File: src/rtl/seq_detect_param_if.sv
// Serial detector bus: stimulus side (master) drives bits and pattern loads,
// detector side (slave) returns the match pulse and counter.
interface seq_detect_param_if #(
    parameter int PAT_W = 4,
    parameter int CNT_W = 8
);
    logic             x;
    logic             en;
    logic             overlap;
    logic             load;
    logic [PAT_W-1:0] pat_in;
    logic             y;
    logic [CNT_W-1:0] match_cnt;
    logic             cnt_sat;

    modport master (
        output x, en, overlap, load, pat_in,
        input  y, match_cnt, cnt_sat
    );

    modport slave (
        input  x, en, overlap, load, pat_in,
        output y, match_cnt, cnt_sat
    );
endinterface

File: src/rtl/seq_detect_param.sv
// Parametrised serial pattern detector with runtime-loadable pattern,
// overlap/non-overlap modes and a saturating match counter.
module seq_detect_param #(
    parameter int               PAT_W   = 4,
    parameter logic [PAT_W-1:0] PATTERN = 4'b1001,
    parameter int               CNT_W   = 8
) (
    input logic               clk,
    input logic               rst,
    seq_detect_param_if.slave bus
);
    localparam int FILL_W = $clog2(PAT_W + 1);
    localparam logic [FILL_W-1:0] FILL_FULL = FILL_W'(PAT_W);
    localparam logic [FILL_W-1:0] FILL_MIN  = FILL_W'(PAT_W - 1);

    logic [PAT_W-1:0]  hist, pat, nh;
    logic [FILL_W-1:0] fill, fill_nxt;
    logic [CNT_W-1:0]  cnt, cnt_nxt;
    logic              y_q, sat_q, hit;

    always_comb begin
        nh  = {hist[PAT_W-2:0], bus.x};
        // The current bit counts as valid, so PAT_W-1 stored bits suffice.
        hit = (nh == pat) && (fill >= FILL_MIN);
        cnt_nxt = cnt + CNT_W'(hit && !(&cnt));
        if (hit)
            fill_nxt = bus.overlap ? FILL_FULL : '0;
        else if (fill == FILL_FULL)
            fill_nxt = fill;
        else
            fill_nxt = fill + 1'b1;
    end

    always_ff @(posedge clk) begin
        if (!rst) begin
            hist  <= '0;
            fill  <= '0;
            pat   <= PATTERN;
            y_q   <= 1'b0;
            cnt   <= '0;
            sat_q <= 1'b0;
        end else if (bus.load) begin
            pat   <= bus.pat_in;
            hist  <= '0;
            fill  <= '0;
            y_q   <= 1'b0;
            cnt   <= '0;
            sat_q <= 1'b0;
        end else if (bus.en) begin
            hist  <= nh;
            fill  <= fill_nxt;
            y_q   <= hit;
            cnt   <= cnt_nxt;
            sat_q <= &cnt_nxt;
        end else begin
            y_q   <= 1'b0;
        end
    end

    assign bus.y         = y_q;
    assign bus.match_cnt = cnt;
    assign bus.cnt_sat   = sat_q;
endmodule

File: src/flat_wrapper.sv
// flat-port wrapper written by rule: the top's interface ports become plain ports
module seq_detect_param_flat 
#(
    parameter int               PAT_W   = 4,
    parameter logic [PAT_W-1:0] PATTERN = 4'b1001,
    parameter int               CNT_W   = 8
)
  (clk, rst, bus_x, bus_en, bus_overlap, bus_load, bus_pat_in, bus_y, bus_match_cnt, bus_cnt_sat);
  seq_detect_param_if #(.PAT_W(PAT_W), .CNT_W(CNT_W)) bus_i ();
  input logic clk;
  input logic rst;
  input wire logic [$bits(bus_i.x)-1:0] bus_x;
  input wire logic [$bits(bus_i.en)-1:0] bus_en;
  input wire logic [$bits(bus_i.overlap)-1:0] bus_overlap;
  input wire logic [$bits(bus_i.load)-1:0] bus_load;
  input wire logic [$bits(bus_i.pat_in)-1:0] bus_pat_in;
  output wire logic [$bits(bus_i.y)-1:0] bus_y;
  output wire logic [$bits(bus_i.match_cnt)-1:0] bus_match_cnt;
  output wire logic [$bits(bus_i.cnt_sat)-1:0] bus_cnt_sat;
  assign bus_i.x = bus_x;
  assign bus_i.en = bus_en;
  assign bus_i.overlap = bus_overlap;
  assign bus_i.load = bus_load;
  assign bus_i.pat_in = bus_pat_in;
  assign bus_y = bus_i.y;
  assign bus_match_cnt = bus_i.match_cnt;
  assign bus_cnt_sat = bus_i.cnt_sat;
  seq_detect_param #(.PAT_W(PAT_W), .PATTERN(PATTERN), .CNT_W(CNT_W)) u_core (.clk(clk), .rst(rst), .bus(bus_i));
endmodule
File: config.mk
export PLATFORM = sky130hd
export DESIGN_NAME = seq_detect_param_flat
export DESIGN_NICKNAME = d
export VERILOG_FILES = /design/src/rtl/seq_detect_param_if.sv /design/src/rtl/seq_detect_param.sv /design/src/flat_wrapper.sv
export SDC_FILE = /design/constraint.sdc
export NUM_CORES = 1
export LEC_CHECK = 0
export CORE_MARGIN = 5
export CORE_UTILIZATION = 50
export CTS_BUF_LIST = sky130_fd_sc_hd__clkbuf_16
export CTS_CLUSTER_DIAMETER = 40
export DETAILED_ROUTE_END_ITERATION = 10
export PLACE_DENSITY = 0.79
export SKIP_LAST_GASP = 1
export SLEW_MARGIN = 5
export SYNTH_ARGS = -nofsm -noshare
export SYNTH_HDL_FRONTEND = slang
export SYNTH_SLANG_ARGS = --single-unit
File: constraint.sdc
create_clock -name clk -period 2.7 [get_ports clk]
set_input_delay 0.27 -clock clk [delete_from_list [all_inputs] [get_ports clk]]
set_output_delay 0.27 -clock clk [all_outputs]
set_load 0.01 [all_outputs]
* After elaboration in Yosys (flattened, before gate mapping) *
Cells that the tools add are included.

storage, ports and cells
  register bits = 20
  bits of input ports = 10
  output and inout bits = 10

operators by class
  $add $sub $neg = 2
  $lt $le $gt $ge = 1
  equal/unequal tests = 3
  mux-type cells = 3
  bitwise gates (word level) = 2
  reduce and logical (&&, ||, !) cells = 8

operator list
  cell                                                    count
  AND reduction 8 bit                                     2
  2-to-1 mux 3 bit                                        3
  adder 8 x 1 -> 8 bit                                    1
  equality test 4 bit                                     1
  adder 3 x 1 -> 3 bit (second input constant)            1
  equality test 3 bit (second input constant)             1
  >= comparator 3 x 2 -> 1 bit (second input constant)    1
  OR reduction 3 bit                                      1
  logical AND 1 bit                                       2
  inequality test 2 x 1 -> 1 bit (second input constant)  1
  NOT 1 bit                                               2
  AND reduction 2 bit                                     1
  OR reduction 2 bit                                      1
  logical NOT 1 bit                                       1

* Logic depth before layout (Yosys ltp) *
  word-level depth = 5
  gate-level depth with buffers = 12
  gate-level depth less buffers = 12

* Worst setup path before layout *
No wires, ideal clock.

  path kind = reg2reg
  start point = reg u_core.fill[1]
  end point = reg u_core.cnt[6], in the netlist u_core.bus.match_cnt[6]
  setup time = 0.070 ns
  arrival = 2.214 ns
  required time = 2.630 ns
  path slack = 0.416 ns
  stages on the path, launching flop included = 12
  buffers on the path = 0
  clock period less this slack = 2.284 ns
  path through = dfxtp_1 -> ha_1 -> ha_1 -> a211oi_2 -> nor3_2 -> nand2_1 -> a41oi_1 -> ha_1 -> ha_1 -> nand4_1 -> or3_1 -> a21oi_1

between the ends
  cells in the longest elaborated chain, start to end = 4

ends and longest elaborated chain
  element                       RTL line                source
  start: declaration            seq_detect_param.sv:17  logic [FILL_W-1:0] fill, fill_nxt;
  start signal: assignment      seq_detect_param.sv:51  fill <= fill_nxt;
  >= comparator 3 x 2 -> 1 bit  seq_detect_param.sv:24  hit = (nh == pat) && (fill >= FILL_MIN);
  logical AND 1 bit             seq_detect_param.sv:24
  logical AND 1 bit             seq_detect_param.sv:25  cnt_nxt = cnt + CNT_W'(hit && !(&cnt));
  adder 8 x 1 -> 8 bit          seq_detect_param.sv:25
  end signal: assignment        seq_detect_param.sv:53  cnt <= cnt_nxt;
  end: declaration              seq_detect_param.sv:18  logic [CNT_W-1:0] cnt, cnt_nxt;

No other way between the ends.
A chain may end at the register's enable or synchronous reset.

* Worst setup path in the final report *
Same ends and word-level chain as after synthesis.

==> run_results.csv <==
group,metric,value,unit
run_status,status,"complete, no violations",
grt,grt_pass1_wl,3.608,mm
sta,grt_setup_unrepaired,"false",
clock_tree,cts_root_buf,"clkbuf_16",
placement,finalWeightedCongestion,0.7659,
critical_path,cp_slowest_stage_delay,370,ps
synth,synth_nets,127,
power_and_ir_drop,p_comb_frac,0.082,
synth,yosys-top-cells-count,"dfxtp_1, nor2_1, mux2i_1, nand2_1, xor2_1",
grt,grt_usage,0.1460,
synth,yosys_warnings,0,
power_and_ir_drop,p_clk_frac,0.456,
cells_and_area,nFillCells,153,
synth,synth_ff_type,"dfxtp_1",
hold_path,min_from,"u_core.pat[3]",
run,drv_cap,0,
synth,synth.area.top_cells,"dfxtp_1, mux2i_1, ha_1, xor2_1, nor2_1",
sta,hold_ws,502.2,ps
routing,via_per_inst,5.344,
critical_path,crit_required,2870,ps
critical_path,crit_chain,"ha_1 > ha_1 > a211oi_2 > nor3_2 > nand2_1 > a41oi_2 > ha_2 > ha_1 > nand4_1 > or3_1 > a21oi_1",
synth,ys_async_sr_fraction,0,
grt,grt_antenna_before_repair,0,
sta,finalSetupTns,0,ps
critical_path,crit_path_frequent_cell,"ha_1",
synth,synth_top_area_cell,"dfxtp_1",
routing,postRouteAntennaNets,0,
floorplan,die_w,55.60,um
synth,netlist_area,1040,um^2
synth,synthDistinctLibCells,30,
power_and_ir_drop,p_seq_frac,0.462,
power_and_ir_drop,total_power,0.0006654,W
routing,drt-pass1-iter-count,4,
power_and_ir_drop,vdd_ir_drop_max,0.0004541,V
floorplan,start_util,0.5246,
power_and_ir_drop,cellPowerDensity,492.9,nW/um^2
routing,wl,2.179,mm
placement,dpl.hpwl,1.559,mm
sta,post-route-period-util,0.9072,
critical_path,cp_slowest_cell,"dfxtp_2",
floorplan,row_count,16,
synth,synth-seq-cells,20,
sta,timing.clock.skew,3.946,ps
clock_tree,clkTransAtPathRegs,60,ps
synth,netlist_instances,112,
critical_path,crit_family,"simple AND/OR/NAND/NOR gates",
sta,final_hold_viol_count,0,
critical_path,crit_fanout,5,
cells_and_area,diodes,0,
clock_tree,h-tree-depth,1,
grt,grt_pass1_vias,844,
routing,routed-via-count,855,
clock_tree,cts_tree,"done",
critical_path,reg2reg_from,"u_core.fill[1]",
clock_tree,clkSinkCount,20,
routing,routedWlPerCell,13.62,um
power_and_ir_drop,switching_share,0.2067,
clock_tree,numCtsBuffers,3,
critical_path,path_class,"reg2reg",
power_and_ir_drop,net-switching-power,0.0001375,W
critical_path,arrival,2620,ps
floorplan,die_area,3091,um^2
sta,layout_min_cycle_time,2449,ps
cells_and_area,drive_above_1_share,0.1278,
sta,worst_pin_slew,665.3,ps
synth,syn_avg_cell_area,9.283,um^2
critical_path,critPathCaptureType,"register",
grt,overflow,0,
critical_path,start_kind,"register",
clock_tree,clockBufferDepth,2,
power_and_ir_drop,internal_power,0.0005278,W
synth,synth_edf_count,0,
synth,synthMostInstantiatedCell,"dfxtp_1",
cells_and_area,nets,149,
power_and_ir_drop,p_leak,0.5009,nW
sta,slew_headroom,0.5565,
floorplan,core,1982,um^2
critical_path,critPathBufInv,0,
routing,drt-initial-drc-count,22,
sta,fmax,0.4083,GHz
cells_and_area,synthToLayoutAreaGrowth,29.84,%
critical_path,critPathLaunch,"u_core.fill[1]",
cells_and_area,fin_util,0.6812,
floorplan,ioPinCount,20,
placement,io_buffer_count,19,
sta,finalSetupViolations,0,
synth,ys_seq_area_frac,0.3851,
routing,drc_errors,0,
hold_path,hold_path_class,"reg2reg",
clock_tree,clock_latency,250,ps
grt,grt_max_degree,17,
floorplan,die_y,55.60,um
synth,synth.top_cell.area_share,0.3851,
sta,slew_viol_final,0,
-- power groups by stage --
stage / sequential (W) / combinational [W] / clock [W]
2_1_floorplan: 0.000312 / 0.0000348 / 0
3_3_place_gp: 0.000313 / 0.0000524 / 0
3_5_place_dp: 0.000313 / 0.0000537 / 0
4_1_cts: 0.000307 / 0.0000543 / 0.000305
5_1_grt: 0.000308 / 0.0000596 / 0.000326
6_report: 0.000307 / 0.0000545 / 0.000303
-- final timing paths --
kind                                           endpoint  slack [ps]  depth (start not counted)
worst max register to register  u_core.bus.match_cnt[6]         250                         11
worst min register to register            u_core.pat[3]         500                          2
worst min-delay path                      u_core.pat[3]         500                          2
worst max-delay path            u_core.bus.match_cnt[6]         250                         11
-- worst min-delay path, delay by kind of cell, from the launching register on --
family	cells	cell delay (ps)
simple gates	1	60
flops	1	340
mux	1	70
-- per-stage QoR --
step	cell area (um^2)	std cells	setup WS (ps)
2_1_floorplan	1040	112	416.3
3_3_place_gp	1251	155	189.4
3_5_place_dp	1251	155	127.0
4_1_cts	1330	159	69.53
5_1_grt	1350	160	17.41
6_report	1350	160	250.7
-- logic make-up after synthesis --
logic type | share of synthesized area
AOI/OAI and AO/OA | 0.1191
xor gates and xnor gates | 0.07582
adders and majority gates | 0.06017
buffers and inverters | 0.04091
DFF | 0.3851
muxes | 0.08665
and+or+nand+nor | 0.2322
-- sequential cells by signal, summed over array words and instances, names as in the netlist --
register / count
u_core.bus.y: 1
u_core.bus.cnt_sat: 1
u_core.pat: 4
u_core.bus.match_cnt: 8
u_core.fill: 3
u_core.hist: 3
-- final cells by class --
type                       count  area [um^2]  share of cell area
multi-input combinational     82        606.8              0.4495
sequential                    20        402.9              0.2984
timing repair buffer          21        205.2              0.1520
clock buffer                   3        75.07             0.05561
tap                           27        33.78             0.02502
inverter                       6        22.52             0.01668
clock inverter                 1        3.754            0.002780
-- placed cells by master, fill, tap and decap left out --
cell and instances:
o21ai_0 3, nor2_1 14, a41oi_2 1, nand4_1 3, nand2b_1 2, nor2b_1 2, and4b_1 1, buf_4 2
o21ai_1 1, xor2_1 7, inv_1 6, a31oi_1 1, o31a_1 1, a211oi_2 2, dfxtp_1 18, a21oi_1 3
nor4_2 1, and3_4 1, dfxtp_2 2, nor3_2 1, or3_1 2, nand3_1 3, a311o_1 1, xnor2_1 2
clkinv_1 1, ha_2 1, nor3_1 3, ha_1 4, clkbuf_16 3, mux2i_1 9, clkdlybuf4s50_1 19, a2111oi_2 2
nand3_4 1, nand2_1 9, nand3b_1 1
-- per-layer routing --
| layer | track usage | routed length (um) |
|---|---|---|
| met5 | 0 | 0 |
| met4 | 0.07292 | 26 |
| met3 | 0.04640 | 71 |
| met2 | 0.2399 | 1060 |
| met1 | 0.1695 | 1020 |
-- repair_timing --
| action | 4_1_cts | 5_1_grt |
|---|---|---|
| buffers inserted | 0 | 1 |
| endpoints found under the setup margin | 0 | 3 |
| gates resized for setup | 0 | 4 |
| endpoints found under the hold margin | 0 | 0 |
| hold buffers | 0 | 0 |
Power figures use the tool's default switching activity.
